File: src/rtl/db15_pkg.sv
// DB15 joystick link: shared state encoding, button bit positions and word width.
package db15_pkg;

   typedef enum logic [1:0] {
      IDLE   = 2'd0,
      LOADED = 2'd1,
      SHIFT  = 2'd2,
      DONE   = 2'd3
   } db15_state_t;

   localparam int DB15_WORD_W = 16;

   localparam int DB15_R      = 0;
   localparam int DB15_L      = 1;
   localparam int DB15_D      = 2;
   localparam int DB15_U      = 3;
   localparam int DB15_A      = 4;
   localparam int DB15_B      = 5;
   localparam int DB15_C      = 6;
   localparam int DB15_X      = 7;
   localparam int DB15_Y      = 8;
   localparam int DB15_Z      = 9;
   localparam int DB15_START  = 10;
   localparam int DB15_COIN   = 11;

endpackage

File: src/rtl/sync_bit.sv
// Multi-flop synchroniser for one asynchronous host line. The flops preset to 1
// so an idle (high) host line produces no spurious edge when reset releases.
module sync_bit #(
   parameter int SYNC_STAGES = 2
) (
   input  logic clk,
   input  logic reset,
   input  logic d,
   output logic q
);

   logic [SYNC_STAGES-1:0] sync_ff;

   // Shift the raw line through the flop chain; the last stage is the safe copy
   always_ff @(posedge clk or posedge reset) begin
      if (reset) begin
         sync_ff <= '1;
      end else begin
         sync_ff <= {sync_ff[SYNC_STAGES-2:0], d};
      end
   end

   assign q = sync_ff[SYNC_STAGES-1];

endmodule

File: src/rtl/db15_joy_responder.sv
// Device side of the DB15 serial joystick link: behaves like the 2-player
// adapter's 74HC165 chain. Player words are latched while JOY_LOAD is low and
// shifted out (active-low) one bit per JOY_CLK rising edge.
// Optional statistics (frame_count, short_frame) are built only when the
// macro DB15_RESP_STATS_EN is defined; otherwise both outputs are tied to 0.
module db15_joy_responder
   import db15_pkg::*;
#(
   parameter int FRAME_BITS  = 32,
   parameter int SYNC_STAGES = 2
) (
   input  logic                   clk,
   input  logic                   reset,
   input  logic [DB15_WORD_W-1:0] joystick1,
   input  logic [DB15_WORD_W-1:0] joystick2,
   input  logic                   JOY_LOAD,
   input  logic                   JOY_CLK,
   output logic                   JOY_DATA,
   output logic                   frame_done,
   output logic [15:0]            frame_count,
   output logic                   short_frame
);

   localparam int CNT_W = $clog2(FRAME_BITS);
   localparam logic [CNT_W-1:0] CNT_LAST_M1 = CNT_W'(FRAME_BITS - 2);

   logic                      load_sync;
   logic                      clk_sync;
   logic                      clk_sync_p1;
   logic                      clk_rise;
   logic                      shift_en;
   logic [2*DB15_WORD_W-1:0]  load_word;
   logic [FRAME_BITS-1:0]     shift_reg;
   logic [CNT_W-1:0]          bit_cnt;
   logic                      joy_data_q;
   db15_state_t               state;

   sync_bit #(.SYNC_STAGES(SYNC_STAGES)) u_sync_load (
      .clk   (clk),
      .reset (reset),
      .d     (JOY_LOAD),
      .q     (load_sync)
   );

   sync_bit #(.SYNC_STAGES(SYNC_STAGES)) u_sync_clk (
      .clk   (clk),
      .reset (reset),
      .d     (JOY_CLK),
      .q     (clk_sync)
   );

   // Delay copy of the synchronised clock line for rising-edge detection
   always_ff @(posedge clk or posedge reset) begin
      if (reset) begin
         clk_sync_p1 <= 1'b1;
      end else begin
         clk_sync_p1 <= clk_sync;
      end
   end

   assign clk_rise  = clk_sync & ~clk_sync_p1;
   // Wire level is active-low; player1 bit0 sits at the output end
   assign load_word = ~{joystick2, joystick1};
   // Edges only move data once a load has been released; IDLE/LOADED drop them
   assign shift_en  = clk_rise && load_sync && (state == SHIFT || state == DONE);

   // Frame FSM and bit counter; a low load always restarts the frame
   always_ff @(posedge clk or posedge reset) begin
      if (reset) begin
         state      <= IDLE;
         bit_cnt    <= '0;
         frame_done <= 1'b0;
      end else begin
         frame_done <= 1'b0;
         if (!load_sync) begin
            state   <= LOADED;
            bit_cnt <= '0;
         end else begin
            case (state)
               LOADED: state <= SHIFT;
               SHIFT: begin
                  if (clk_rise) begin
                     bit_cnt <= bit_cnt + 1'b1;
                     if (bit_cnt == CNT_LAST_M1) begin
                        state      <= DONE;
                        frame_done <= 1'b1;
                     end
                  end
               end
               default: state <= state;
            endcase
         end
      end
   end

   // Shift register and output pin: load overrides, otherwise fill with idle 1s
   always_ff @(posedge clk or posedge reset) begin
      if (reset) begin
         shift_reg  <= '1;
         joy_data_q <= 1'b1;
      end else if (!load_sync) begin
         shift_reg  <= load_word[FRAME_BITS-1:0];
         joy_data_q <= ~joystick1[0];
      end else begin
         joy_data_q <= shift_reg[0];
         if (shift_en) begin
            shift_reg <= {1'b1, shift_reg[FRAME_BITS-1:1]};
         end
      end
   end

   assign JOY_DATA = joy_data_q;

`ifdef DB15_RESP_STATS_EN
   logic [15:0] frame_count_q;
   logic        short_frame_q;

   // Frame statistics: completed-frame counter and sticky truncated-frame flag
   always_ff @(posedge clk or posedge reset) begin
      if (reset) begin
         frame_count_q <= '0;
         short_frame_q <= 1'b0;
      end else begin
         if (frame_done) begin
            frame_count_q <= frame_count_q + 16'd1;
         end
         if (!load_sync && state == SHIFT && bit_cnt != '0) begin
            short_frame_q <= 1'b1;
         end
      end
   end

   assign frame_count = frame_count_q;
   assign short_frame = short_frame_q;
`else
   assign frame_count = '0;
   assign short_frame = 1'b0;
`endif

endmodule
File: config.mk
export PLATFORM = sky130hd
export DESIGN_NAME = db15_joy_responder
export DESIGN_NICKNAME = d
export VERILOG_FILES = /design/src/rtl/db15_pkg.sv /design/src/rtl/sync_bit.sv /design/src/rtl/db15_joy_responder.sv
export SDC_FILE = /design/constraint.sdc
export NUM_CORES = 1
export LEC_CHECK = 0
export ABC_AREA = 1
export BUFFER_PORTS_ARGS = -buffer_cell sky130_fd_sc_hd__buf_4
export CORE_MARGIN = 5
export CORE_UTILIZATION = 33
export DETAILED_ROUTE_END_ITERATION = 8
export GPL_TIMING_DRIVEN = 0
export MAX_ROUTING_LAYER = met4
export RECOVER_POWER = 100
export SLEW_MARGIN = 25
export SYNTH_ARGS = -nofsm -noshare
export SYNTH_HDL_FRONTEND = slang
export SYNTH_SLANG_ARGS = --single-unit
File: constraint.sdc
create_clock -name clk -period 1.3 [get_ports clk]
set_clock_uncertainty 0.1 [all_clocks]
set_input_delay 0.325 -clock clk [delete_from_list [all_inputs] [get_ports clk]]
set_output_delay 0.325 -clock clk [all_outputs]
set_load 0.005 [all_outputs]
======== After elaboration in Yosys (flattened, before gate mapping) ========
Cells that the tools add are included.
operators by class
  $add $sub $neg .......................... 1
  equality and inequality tests ........... 10
  mux-type cells .......................... 14
  bitwise gates (word level) .............. 4
  reduce and logical (&&, ||, !) cells .... 5
operator list
  cell                                                              number
  32-bit 2-to-1 mux                                                 2
  32-bit NOT                                                        1
  5-bit 2-to-1 mux                                                  3
  3-bit != test (second input constant)                             3
  2-bit 2-to-1 mux                                                  3
  2-bit != test (second input constant)                             3
  5-bit by 1-bit adder with 5-bit output (second input constant)    1
  5-bit == test (second input constant)                             1
  1-bit 2-to-1 mux                                                  5
  2-bit == test (second input constant)                             2
  2-bit one-hot mux with 2 select lines                             1
  3-bit AND reduction                                               1
  2-bit by 1-bit == test with 1-bit output (second input constant)  1
  1-bit logical AND                                                 2
  1-bit NOT                                                         2
  2-bit AND reduction                                               1
  1-bit AND                                                         1
  1-bit logical OR                                                  1
word-level totals
  register bits after elaboration ......... 46
  bits of input ports ..................... 36
  output and inout bits ................... 19

======== Longest topological paths before layout ========
  depth in word-level cells ............... 6
  mapped depth ............................ 9

======== Cells and area by module ========
Synthesis repeated with hierarchy kept, for this count alone.
second synthesis, totals
  cell total of the unflattened synthesis .. 287
  area, all modules ....................... 2,298.5 µm²
modules (own cells, without submodules)
  module              times used  cells each  area an instance (µm²)
  db15_joy_responder  1           281         2,185.8
  sync_bit            2           3           56.3

======== Worst setup path before layout ========
OpenSTA, ideal clock, no wires.
  kind .................................... reg-to-reg
  start point ............................. register state[0]
  end point ............................... register shift_reg[31]
  setup time .............................. 94 ps
  data arrival time ....................... 1,200 ps
  required time ........................... 1,106 ps
  setup slack ............................. -94 ps
  stages on the path, launching flop included .. 8
  period minus slack after synthesis ...... 1,394 ps
  cell sequence ........................... dfrtp_1 > inv_1 > ha_1 > inv_1 > nand2_1 > o21ai_4 > buf_2 > a22oi_1
between the ends
  longest elaborated chain between the ends .. 4
RTL lines
  what                       RTL line                   RTL
  start: declaration         db15_joy_responder.sv:36   db15_state_t state;
  start signal: assignment   db15_joy_responder.sv:90   default: state <= state;
  2-bit == test              db15_joy_responder.sv:65   assign shift_en = clk_rise && load_sync && (state == SHIFT || state == DONE);
  1-bit logical OR *         db15_joy_responder.sv:65
  1-bit logical AND *        db15_joy_responder.sv:65
  2-bit != test (no line) *  n/a
  end signal: assignment     db15_joy_responder.sv:102  shift_reg <= load_word[FRAME_BITS-1:0];
  end signal: assignment     db15_joy_responder.sv:107  shift_reg <= {1'b1, shift_reg[FRAME_BITS-1:1]};
  end: declaration           db15_joy_responder.sv:33   logic [FRAME_BITS-1:0] shift_reg;
Mark *: on every way between the ends. The rest lies on a longest branch, timed or not.
A chain may end at the register's enable or synchronous reset.

======== Worst setup path after layout ========
  start point ............................. register state[0]
  end point ............................... register shift_reg[17]
The elaborated chain is that of the path after synthesis.

==> flow_summary.ini <==
[synthesis]
synth.largest_area_cell = dfstp_2
netlist.area_leader.share_pct = 44.5
async_reset_ff_share_pct = 100
syn-instance-count = 262
synth-main-ff-cell = dfstp_2
synth-edff-count = 0
ys_types = 19
ys_ff_latch = 46
synth_commonest_cells = nand2_1 (85), o21ai_0 (39), dfstp_2 (38)
syn_area_mm2 = 0.00224
ys_top_cells_by_area = dfstp_2 (45%), nand2_1 (14%), dfrtp_1 (8.9%)
synth.yosys.warnings = 0
syn_area_per_cell_um2 = 8.56
yosysSeqAreaShare_pct = 53.5
yosysMostFrequentCell = nand2_1

[global_route]
grt_pass1_wl_um = 8020
grt_max_degree = 47
grt_use_total_pct = 11.7
grt_pass1_vias = 1808
antenna_found_initial = 0
overflow = 0

[flow_run]
cap_violations = 0

[timing]
timing.fmax_ghz = 0.690
rsz0062_at_grt = yes
final-hold-violation-count = 0
slew_viol_final = 0
final.min_clock_period_ns = 1.45
fin_hold_ws_ns = 0.0267
finalCritPeriodShare_pct = 111
final-setup-viol-count = 39
fin_ws_ns = -0.149

[route]
route.detailed.drc = 0
antenna_left = 0
drt_pass1_iterations = 5
wire_per_inst_um = 11.7
drt-vias-per-instance = 4.49
drtIter0Drc = 55
routed_wl_um = 4800
vias = 1840

[finish]
nNetsFinal = 369
multi_input_area_um2 = 928
area_delta_synth_final_pct = 33.4
drive_gt1_share_pct = 41.5
nFillCells = 662
seqCellArea_mm2 = 0.00120
final_cell_area_mm2 = 0.00299
diodes = 0
largest_reg_flops = 32

[power_and_ir_drop]
finalPower_mw = 5.50
p_per_area_mw_per_mm2 = 1840
power.leakage_nw = 1.38
vdd_drop_max_mv = 1.05

[critical_path]
required_ns = 1.44
path_max_fanout = 10
crit_path_end_kind = register
start_kind = register
critPathKind = register to register
arrival_ns = 1.58

[outcome]
status = complete, but fails checks
violations = setup timing

[cts]
clk_path_buf_depth = 2
clock-root-buffer = clkbuf_8
cts.sinks = 46
h-tree-depth = 2
clk_latency_ns = 0.30
clk_pin_slew_ns = 0.09
numCtsBuffers = 5
cts_tree = done

[placement]
globalplace.congestion = 0.765
dp_hpwl_um = 3210
place_area_mm2 = 0.00270
portBuffers = 37

[die]
core_mm2 = 0.00672
initial_core_util_pct = 33.4
die_h_um = 92.4
rows = 30
die-area_mm2 = 0.00854
fp.dieW_um = 92.4
pin_count = 55

[min_path]
hp-class = input port to register
[placed cells by master (no fill, tap or decap)]
cell and instances:
o21ai_1 29, dfstp_2 38, clkinvlp_4 1, o21ai_0 31, buf_8 3, ha_2 1
bufinv_16 2, nor2_1 4, nand2_4 1, clkbuf_2 3, ha_1 2, inv_2 2
nand2_1 79, dlygate4sd3_1 1, inv_1 8, or2_2 1, clkinv_4 1, nand2_2 5
clkbuf_8 5, nand4_1 2, clkbuf_1 3, conb_1 17, buf_2 1, nand3_1 7
o21ai_2 6, clkbuf_4 4, buf_4 56, ha_4 1, o21ai_4 1, a22oi_2 1
dfrtp_1 8, buf_6 4, a21oi_1 2
[what timing repair did]
item                       4_1_cts  5_1_grt
hold buffers                     0        1
setup endpoints to repair       40       40
gates resized for setup         19       21
cloned                           1        0
pin swaps                        2        0
buffers inserted                 4        1
hold endpoints to repair         0        5
[cells by family (layout without fill, tap and decap cells)]
family | count (synthesis) | after routing | synth area share [%]
DFF | 46 | 46 | 53.5
AOI/OAI and AO/OA | 70 | 70 | 16.2
buffers and inverters | 42 | 94 | 10.6
other | 1 | 17 | 0.167
and+or+nand+nor | 99 | 99 | 17.3
adders and majority gates | 4 | 4 | 2.23
[worst paths after layout]
| path | depth (start not counted) | endpoint | slack, ns | start |
|---|---|---|---|---|
| setup / recovery | 8 | shift_reg[17]$_DFFE_PP1P_ | -0.15 | state[0]$_DFFE_PP0P_ |
| hold / removal | 1 | u_sync_load.sync_ff[0]$_DFF_PP1_ | 0.03 | JOY_LOAD |
| setup reg to reg | 8 | shift_reg[17]$_DFFE_PP1P_ | -0.15 | state[0]$_DFFE_PP0P_ |
| hold reg to reg | 0 | u_sync_clk.sync_ff[1]$_DFF_PP1_ | 0.26 | u_sync_clk.sync_ff[0]$_DFF_PP1_ |
| max in group asynchronous | 4 | shift_reg[23]$_DFFE_PP1P_ | 0.05 | reset |
| min in group asynchronous | 3 | state[0]$_DFFE_PP0P_ | 0.43 | reset |
[worst max-delay path, cell delays in order (launching register included)]
cell     delay [ns]
dfrtp_1        0.38
inv_1          0.05
ha_2           0.18
inv_2          0.06
nand2_4        0.05
o21ai_4        0.13
buf_6          0.15
buf_4          0.19
o21ai_1        0.08
[power breakdown]
group | total (mW) | leakage (nW) | switching [mW] | internal [mW]
clock network | 1.29 | 0.0683 | 0.518 | 0.771
logic | 1.56 | 0.809 | 0.815 | 0.746
registers | 2.65 | 0.505 | 0.313 | 2.33
total | 5.50 | 1.38 | 1.65 | 3.85
[layout make-up]
cell class	count	area share [%]
plain buffers	30	7.82
well taps	80	3.35
flip-flops and latches	46	40.1
clock inverters	3	2.30
inverters	11	1.51
clock buffers	5	2.30
repair buffers	45	11.6
multi-input cells	190	31.0
[stage by stage]
| step | cells | utilization [%] | TNS (ns) | setup slack [ns] |
|---|---|---|---|---|
| final | 410 | 44.5 | -4.27 | -0.149 |
| after global routing | 410 | 44.5 | -8.04 | -0.228 |
| after CTS | 408 | 43.5 | -4.53 | -0.147 |
| after detailed placement | 395 | 40.2 | -7.48 | -0.251 |
| after global placement | 395 | 40.2 | -6.97 | -0.235 |
| after floorplan | 278 | - | -1.91 | -0.0659 |
[routing by layer]
layer	global-route usage [%]	vias up	part of all wire [%]
met1	15.3	844	49
met3	2.92	4	4.7
li1	-	950	-
met2	18.4	42	46
met4	2.72	0	0.71
met5	-	-	0
No activity file was read; power rests on OpenSTA's default activity.
